`src/rtl/cond_filter_bank.sv`:
```
// rtl/cond_filter_bank.sv - per-channel registered condition F, symmetric debounce and saturating rise counters
// Optional per-channel masking of the raw condition is enabled by COND_FILTER_BANK_MASK_EN.
module cond_filter_bank #(
    parameter int CH    = 4,
    parameter int HOLD  = 3,
    parameter int CNT_W = 8
) (
    input  logic                clk,
    input  logic                rst,
    input  logic                in_valid,
    input  logic [4*CH-1:0]     in_abcd,
    input  logic                clr_cnt,
`ifdef COND_FILTER_BANK_MASK_EN
    input  logic [CH-1:0]       ch_mask,
`endif
    output logic                raw_valid,
    output logic [CH-1:0]       raw_f,
    output logic                flt_valid,
    output logic [CH-1:0]       flt_f,
    output logic [CNT_W*CH-1:0] rise_cnt
);

    localparam int DC_W = $clog2(HOLD) + 1;
    localparam logic [DC_W-1:0]  DC_LAST = DC_W'(HOLD - 1);
    localparam logic [CNT_W-1:0] CNT_MAX = '1;

    function automatic logic cond_f(input logic [3:0] s);
        return (s[3] & ~s[2]) | (~s[3] & s[2] & (s[1] | s[0]));
    endfunction

    logic [CH-1:0] mask_eff;
`ifdef COND_FILTER_BANK_MASK_EN
    assign mask_eff = ch_mask;
`else
    assign mask_eff = '0;
`endif

    logic [CH-1:0] f_comb;

    always_comb begin
        f_comb = '0;
        for (int i = 0; i < CH; i++) begin
            f_comb[i] = cond_f(in_abcd[4*i +: 4]) & ~mask_eff[i];
        end
    end

    // dc_q counts consecutive valid samples where raw_f disagrees with flt_f
    logic [DC_W-1:0]     dc_q [CH];
    logic [DC_W-1:0]     dc_d [CH];
    logic [CH-1:0]       flt_d;
    logic [CNT_W*CH-1:0] cnt_d;

    always_comb begin
        logic             rise;
        logic [CNT_W-1:0] c;
        flt_d = flt_f;
        cnt_d = rise_cnt;
        rise  = 1'b0;
        c     = '0;
        for (int i = 0; i < CH; i++) begin
            dc_d[i] = dc_q[i];
            rise    = 1'b0;
            if (raw_valid) begin
                if (raw_f[i] == flt_f[i]) begin
                    dc_d[i] = '0;
                end else if (dc_q[i] == DC_LAST) begin
                    flt_d[i] = raw_f[i];
                    dc_d[i]  = '0;
                    rise     = raw_f[i];
                end else begin
                    dc_d[i] = dc_q[i] + 1'b1;
                end
            end
            // clear dominates a coincident rise
            c = rise_cnt[CNT_W*i +: CNT_W];
            if (clr_cnt) begin
                c = '0;
            end else if (rise && (c != CNT_MAX)) begin
                c = c + 1'b1;
            end
            cnt_d[CNT_W*i +: CNT_W] = c;
        end
    end

    always_ff @(posedge clk) begin
        if (rst) begin
            raw_valid <= 1'b0;
            raw_f     <= '0;
            flt_valid <= 1'b0;
            flt_f     <= '0;
            rise_cnt  <= '0;
            for (int i = 0; i < CH; i++) begin
                dc_q[i] <= '0;
            end
        end else begin
            raw_valid <= in_valid;
            if (in_valid) begin
                raw_f <= f_comb;
            end
            flt_valid <= raw_valid;
            flt_f     <= flt_d;
            rise_cnt  <= cnt_d;
            for (int i = 0; i < CH; i++) begin
                dc_q[i] <= dc_d[i];
            end
        end
    end

endmodule

```
`config.mk`:
```
export PLATFORM = sky130hd
export DESIGN_NAME = cond_filter_bank
export DESIGN_NICKNAME = d
export VERILOG_FILES = /design/src/rtl/cond_filter_bank.sv
export SDC_FILE = /design/constraint.sdc
export NUM_CORES = 1
export LEC_CHECK = 0
export ABC_AREA = 0
export CAP_MARGIN = 20
export CORE_MARGIN = 1
export CORE_UTILIZATION = 50
export CTS_CLUSTER_DIAMETER = 100
export CTS_CLUSTER_SIZE = 24
export DETAILED_ROUTE_END_ITERATION = 12
export GPL_TIMING_DRIVEN = 0
export MAX_ROUTING_LAYER = met4
export PLACE_DENSITY = 0.79
export RECOVER_POWER = 25
export SLEW_MARGIN = 20
export SYNTH_ARGS = -nofsm -noshare
export SYNTH_HDL_FRONTEND = slang
export SYNTH_SLANG_ARGS = --single-unit
```
`constraint.sdc`:
```
create_clock -name clk -period 1.71 [get_ports clk]
set_input_delay 0.342 -clock clk [delete_from_list [all_inputs] [get_ports clk]]
set_output_delay 0.342 -clock clk [all_outputs]
set_load 0.02 [all_outputs]
```
==> impl_metrics.json, run 1 <==
{
  "syn_to_final_growth_pct": 29.4,
  "max_freq_mhz": 594,
  "die_y_um": 76.2,
  "post-synth-top-count-cell": "sky130_fd_sc_hd__dfxtp_1",
  "setup.worst_path.start": "raw_valid",
  "yosysTopAreaCell": "sky130_fd_sc_hd__dfxtp_1",
  "drive_gt1_frac": 0.0795,
  "drt-vias-per-instance": 5.85,
  "synth_area_um2": 2750,
  "rr_worst_depth": 5,
  "clkTransAtPathRegs_ps": 100,
  "drc_violations": 0,
  "placement.setup.worst_slack_ps": -485,
  "drtAntennaViolNets": 0,
  "die_area_um2": 5810,
  "dieWidth_um": 76.2,
  "io_pins": 62,
  "timing.critical_path.arrival_ps": 1920,
  "post_route_wl_um": 6880,
  "hp_class": "in2reg",
  "cp-end-kind": "register",
  "syn-instance-count": 321,
  "worstHoldPathCells": 2,
  "synth_seq_cells": 54,
  "setup_violations": 0,
  "timing.critical_path.required_ps": 1950,
  "grt_util_all_layers": 0.236,
  "r2r_end": "rise_cnt[19]",
  "postSynthNetCount": 345,
  "reg2reg_launch_point": "raw_valid",
  "final-max-slew-violation-count": 0,
  "insertion_delay_ps": 310,
  "synth_enable_flop_cells": 0,
  "core_area_um2": 5200,
  "hpwlAfterDp_um": 4690,
  "dr_total_vias": 2692,
  "synthArstFlopShare": 0,
  "cts_max_level": 2,
  "yosys-top-cells-count": "54 x sky130_fd_sc_hd__dfxtp_1, 34 x sky130_fd_sc_hd__nand2_1, 30 x sky130_fd_sc_hd__a21oi_1",
  "final_cell_count_no_fill": 460,
  "grt_pass1_wl_um": 10800,
  "r2r_slack_ps": 30,
  "synth_top_area_share": 0.393,
  "port_buffers": 60,
  "fin_crit_ps": 1680,
  "ir_drop_v": 0.000406,
  "layout.filler_cells": 458,
  "hold_violations": 0,
  "worst_slew_margin_rel": 0.644,
  "synth_flop_cell": "sky130_fd_sc_hd__dfxtp_1",
  "period_share": 0.985,
  "drt_pass1_iterations": 4,
  "max-clock-path-buffers": 2,
  "static-leakage-power_nw": 1.42,
  "hold_path_end": "raw_valid",
  "iteration_0_drc_count_of_the_detailed_router": 145,
  "cts_num_sinks": 54,
  "antenna_cells": 0,
  "initial_utilization": 0.529,
  "fin_nets": 414,
  "num_rows": 26,
  "synth.top_cells.by_area": "sky130_fd_sc_hd__dfxtp_1 39%, sky130_fd_sc_hd__a21oi_1 5.5%, sky130_fd_sc_hd__nand2_1 4.6%",
  "avgRoutedWirePerCell_um": 15.0,
  "final_cell_area_um2": 3560,
  "post_dp_cell_area_um2": 3440,
  "residual_overflow_from_global_routing": 0,
  "cts_root_buf": "sky130_fd_sc_hd__clkbuf_8",
  "place_congestion": 0.814,
  "dpl.cell_count": 451,
  "outcome": "complete, no violations",
  "antenna_found_initial": 0,
  "yosys.cell_types.count": 54,
  "grt_pass1_vias": 2313,
  "setup.worst_path.start_class": "register",
  "grt_max_degree": 16,
  "worst-setup-path-type": "reg2reg",
  "finish.utilization": 0.684,
  "numCtsBuffers": 5,
  "timing.setup.tns_ps": 0,
  "skew_ps": 12.3,
  "ys_seq_area_frac": 0.393,
  "origin_of_the_worst_min_delay_path": "in_valid",
  "setup_ws_ps": 25.5,
  "power.density_cell_area_nw_per_um2": 657,
  "crit_fanout": 9,
  "cts_tree": "done",
  "max_slew.worst_pin.slew_ps": 534,
  "syn_avg_cell_area_um2": 8.58,
  "synth_warnings": 0,
  "maxCapViolCount": 0
}
## timing repair
action | CTS | global route
resized for setup | 22 | 24
buffers inserted | 0 | 4
setup endpoints to repair | 40 | 30
hold buffers | 0 | 0
gates cloned | 0 | 1
pin swaps | 1 | 2
## placed cells by master, fill, tap and decap left out, types with 5 or more instances in the layout
cell / Yosys / layout
sky130_fd_sc_hd__o31ai_1: 7 / 7
sky130_fd_sc_hd__dlymetal6s2s_1: 0 / 7
sky130_fd_sc_hd__or3_1: 5 / 5
sky130_fd_sc_hd__a311oi_1: 8 / 8
sky130_fd_sc_hd__nor3_1: 14 / 12
sky130_fd_sc_hd__dlygate4sd2_1: 0 / 18
sky130_fd_sc_hd__clkdlybuf4s50_1: 0 / 24
sky130_fd_sc_hd__nor2_1: 26 / 26
sky130_fd_sc_hd__mux2i_1: 5 / 5
sky130_fd_sc_hd__o211ai_1: 5 / 5
sky130_fd_sc_hd__dfxtp_1: 54 / 52
sky130_fd_sc_hd__nand2b_1: 7 / 7
sky130_fd_sc_hd__inv_1: 9 / 9
sky130_fd_sc_hd__nand3_1: 9 / 9
sky130_fd_sc_hd__nand2_1: 34 / 34
sky130_fd_sc_hd__clkbuf_1: 11 / 16
sky130_fd_sc_hd__nor2b_1: 5 / 5
sky130_fd_sc_hd__and3_1: 7 / 7
sky130_fd_sc_hd__a21oi_1: 30 / 30
sky130_fd_sc_hd__o21ai_0: 11 / 11
sky130_fd_sc_hd__clkbuf_8: 0 / 6
## cell type report
type,count,area (µm²),area share
inverter,9,33.8,0.00948
sequential,54,1080,0.304
clock inverter,1,30.0,0.00843
multi-input combinational,247,1640,0.460
buffer,9,43.8,0.0123
clock buffer,6,82.6,0.0232
tap,70,87.6,0.0246
timing repair buffer,64,563,0.158
## layer usage
metal | part of all wire | vias to the layer above | track usage | wire, µm
li1 | - | 1347 | - | -
met1 | 0.46 | 1268 | 0.298 | 3190
met2 | 0.48 | 70 | 0.392 | 3330
met3 | 0.043 | 7 | 0.0395 | 295
met4 | 0.0092 | 0 | 0.0577 | 63
met5 | 0 | - | - | 0
## worst max path at each step
| stage | to | slack (ps) | cells past startpoint |
|---|---|---|---|
| 5_1_grt | rise_cnt[31] | -30 | 1 |
| 6_report | rise_cnt[19] | 30 | 5 |
| 2_1_floorplan | rise_cnt[21] | 30 | 5 |
| 3_5_place_dp | rise_cnt[12] | -480 | 5 |
| 4_1_cts | rise_cnt[19] | 0.04 | 1 |
| 3_3_place_gp | rise_cnt[12] | -450 | 5 |
## report_power, final
group / switching [mW] / internal, mW / total (mW)
combinational: 0.0907 / 0.0817 / 0.172
sequential: 0.0223 / 1.27 / 1.29
clock: 0.407 / 0.469 / 0.876
## critical path: stages (launching register included)
cell and delay (ps):
sky130_fd_sc_hd__dfxtp_2 340, sky130_fd_sc_hd__buf_6 150, sky130_fd_sc_hd__and4bb_4 290, sky130_fd_sc_hd__nand3b_4 130
sky130_fd_sc_hd__or4_1 530, sky130_fd_sc_hd__a21oi_1 180
## sequential cells by signal (all words and copies together), names as in the netlist
name and count:
flt_f 4, flt_valid 1, dc_q 12, raw_f 4, raw_valid 1, rise_cnt 32
## logic make-up (layout without fill, tap and decap cells)
kind of cell             count (synthesis)  count (layout)  share of synthesized area
XOR/XNOR                                 5               5                     0.0159
multiplexers                             5               5                     0.0182
flip-flops                              54              54                      0.393
AND/OR/NAND/NOR                        150             151                      0.328
adder cells (fa/ha/maj)                  4               4                     0.0182
buffers and inverters                   21              89                     0.0313
AO/OA/AOI/OAI                           82              82                      0.195
## metrics by stage
stage | total power, mW | hold slack (ps)
after floorplan | 1.40 | 414
after global placement | 1.49 | 498
after detailed placement | 1.49 | 502
after CTS | 2.35 | 451
after global routing | 2.43 | 460
final | 2.34 | 438
No activity file was read; power rests on OpenSTA's default activity.
==> run 2, diff against run 1 <==
CORE_ASPECT_RATIO = 0.75   (was not set)
CORE_UTILIZATION = 54   (was 50)
PLACE_DENSITY = 0.85   (was 0.79)
clock period = 2.15 ns   (was 1.71 ns; I/O delays follow)
==> impl_metrics.json, run 2 (synthesis gave the netlist of run 1 again) <==
{
  "max-clock-path-buffers": 2,
  "cts.repair.resized": 0,
  "fin_crit_ps": 1910,
  "timing.critical_path.arrival_ps": 1480,
  "max_slew.worst_pin.slew_ps": 751,
  "cts_root_buf": "sky130_fd_sc_hd__clkbuf_8",
  "place_congestion": 0.893,
  "maxCapViolCount": 0,
  "worst_slew_margin_rel": 0.495,
  "drt-vias-per-instance": 6.16,
  "layout_top_registers": "rise_cnt: 32 flops, dc_q: 12 flops",
  "timing.critical_path.slowest_cell_delay_ps": 660,
  "cp_num_buf_inv": 1,
  "crit_fanout": 6,
  "top_register": "rise_cnt",
  "insertion_delay_ps": 310,
  "most-common-layout-cells": "58 x sky130_fd_sc_hd__clkdlybuf4s50_1, 54 x sky130_fd_sc_hd__dfxtp_1, 34 x sky130_fd_sc_hd__nand2_1",
  "iteration_0_drc_count_of_the_detailed_router": 129,
  "setup.worst_path.start_class": "register",
  "final-max-slew-violation-count": 0,
  "timing.setup.tns_ps": 0,
  "number_of_flip_flops_in_the_largest_register": 32,
  "violations": "design-rule violations",
  "cts_tree": "done",
  "numCtsBuffers": 5,
  "syn_to_final_growth_pct": 28.5,
  "antenna_cells": 0,
  "grt_pass1_wl_um": 11500,
  "final_common_cell": "sky130_fd_sc_hd__clkdlybuf4s50_1",
  "power.density_cell_area_nw_per_um2": 523,
  "dr_total_vias": 2767,
  "grt_max_degree": 17,
  "period_share": 0.888,
  "die_area_um2": 5390,
  "worst-setup-path-type": "reg2out",
  "outcome": "complete, but fails checks",
  "fin_nets": 412,
  "cp-end-kind": "output pin",
  "post_route_wl_um": 6790,
  "critical_path.cell_chain": "clkdlybuf4s50_1",
  "residual_overflow_from_global_routing": 0,
  "cts_num_sinks": 54,
  "core_area_um2": 4900,
  "hp_class": "reg2reg",
  "clkTransAtPathRegs_ps": 100,
  "port_buffers": 60,
  "static-leakage-power_nw": 1.18,
  "post_cts.repair.setup_buffers": 0,
  "layout.filler_cells": 398,
  "setup_violations": 0,
  "grt_util_all_layers": 0.272,
  "antenna_found_initial": 0,
  "finish.utilization": 0.722,
  "crit_family": "buffers and inverters",
  "hold_buffers": 0,
  "setup_repair_after_global_routing_missed_its_margin": "false",
  "drtAntennaViolNets": 0,
  "avgRoutedWirePerCell_um": 15.1,
  "hold_violations": 0,
  "initial_utilization": 0.562,
  "skew_ps": 5.45,
  "grt_pass1_vias": 2624,
  "cts_max_level": 2,
  "io_pins": 62,
  "dieWidth_um": 84.5,
  "max_freq_mhz": 524,
  "hpwlAfterDp_um": 5050,
  "timing.critical_path.required_ps": 1720,
  "timing.critical_path.slowest_stage_cell": "sky130_fd_sc_hd__clkdlybuf4s50_1",
  "drc_violations": 6,
  "ir_drop_v": 0.000339,
  "num_rows": 22,
  "drive_gt1_frac": 0.0514,
  "drt_pass1_iterations": 8,
  "die_y_um": 63.8
}
## run 2: worst paths after layout
path,startpoint,to,slack (ps),cells after the start
worst max-delay path,flt_f[0],flt_f[0],240,1
worst min register to register,rise_cnt[21],rise_cnt[21],520,2
worst max register to register,rise_cnt[17],rise_cnt[20],320,5
worst min-delay path,rise_cnt[21],rise_cnt[21],520,2
## run 2: layout make-up
cell class,instances,area (µm²),area share
clock inverter,3,40.0,0.0113
sequential,54,1080,0.306
multi-input combinational,246,1590,0.448
buffer,12,52.6,0.0149
inverter,9,33.8,0.00955
timing repair buffer,60,601,0.170
tap,60,75.1,0.0212
clock buffer,5,68.8,0.0194
## run 2: per-layer routing
metal	track usage	wire, µm	vias up
met3	0.0491	362	13
met2	0.476	3250	93
met5	-	0	-
met4	0.0784	74	0
met1	0.323	3100	1319
li1	-	-	1342
## run 2: metrics by stage
| stage | std cells | power (mW) | setup slack, ps | instance area [µm²] | hold slack [ps] |
|---|---|---|---|---|---|
| final | 449 | 1.85 | 242 | 3540 | 519 |
| after floorplan | 321 | 1.12 | 468 | 2750 | 475 |
| after global routing | 449 | 1.91 | 81.0 | 3540 | 539 |
| after CTS | 449 | 1.86 | 251 | 3540 | 514 |
| after detailed placement | 441 | 1.19 | -73.0 | 3430 | 499 |
| after global placement | 441 | 1.18 | -38.9 | 3430 | 494 |
## run 2: power breakdown
group | total [mW] | switching [mW] | internal, mW | leakage (nW)
Clock | 0.683 | 0.340 | 0.343 | 0.0579
Combinational | 0.141 | 0.0725 | 0.0686 | 0.681
Sequential | 1.03 | 0.0160 | 1.01 | 0.436
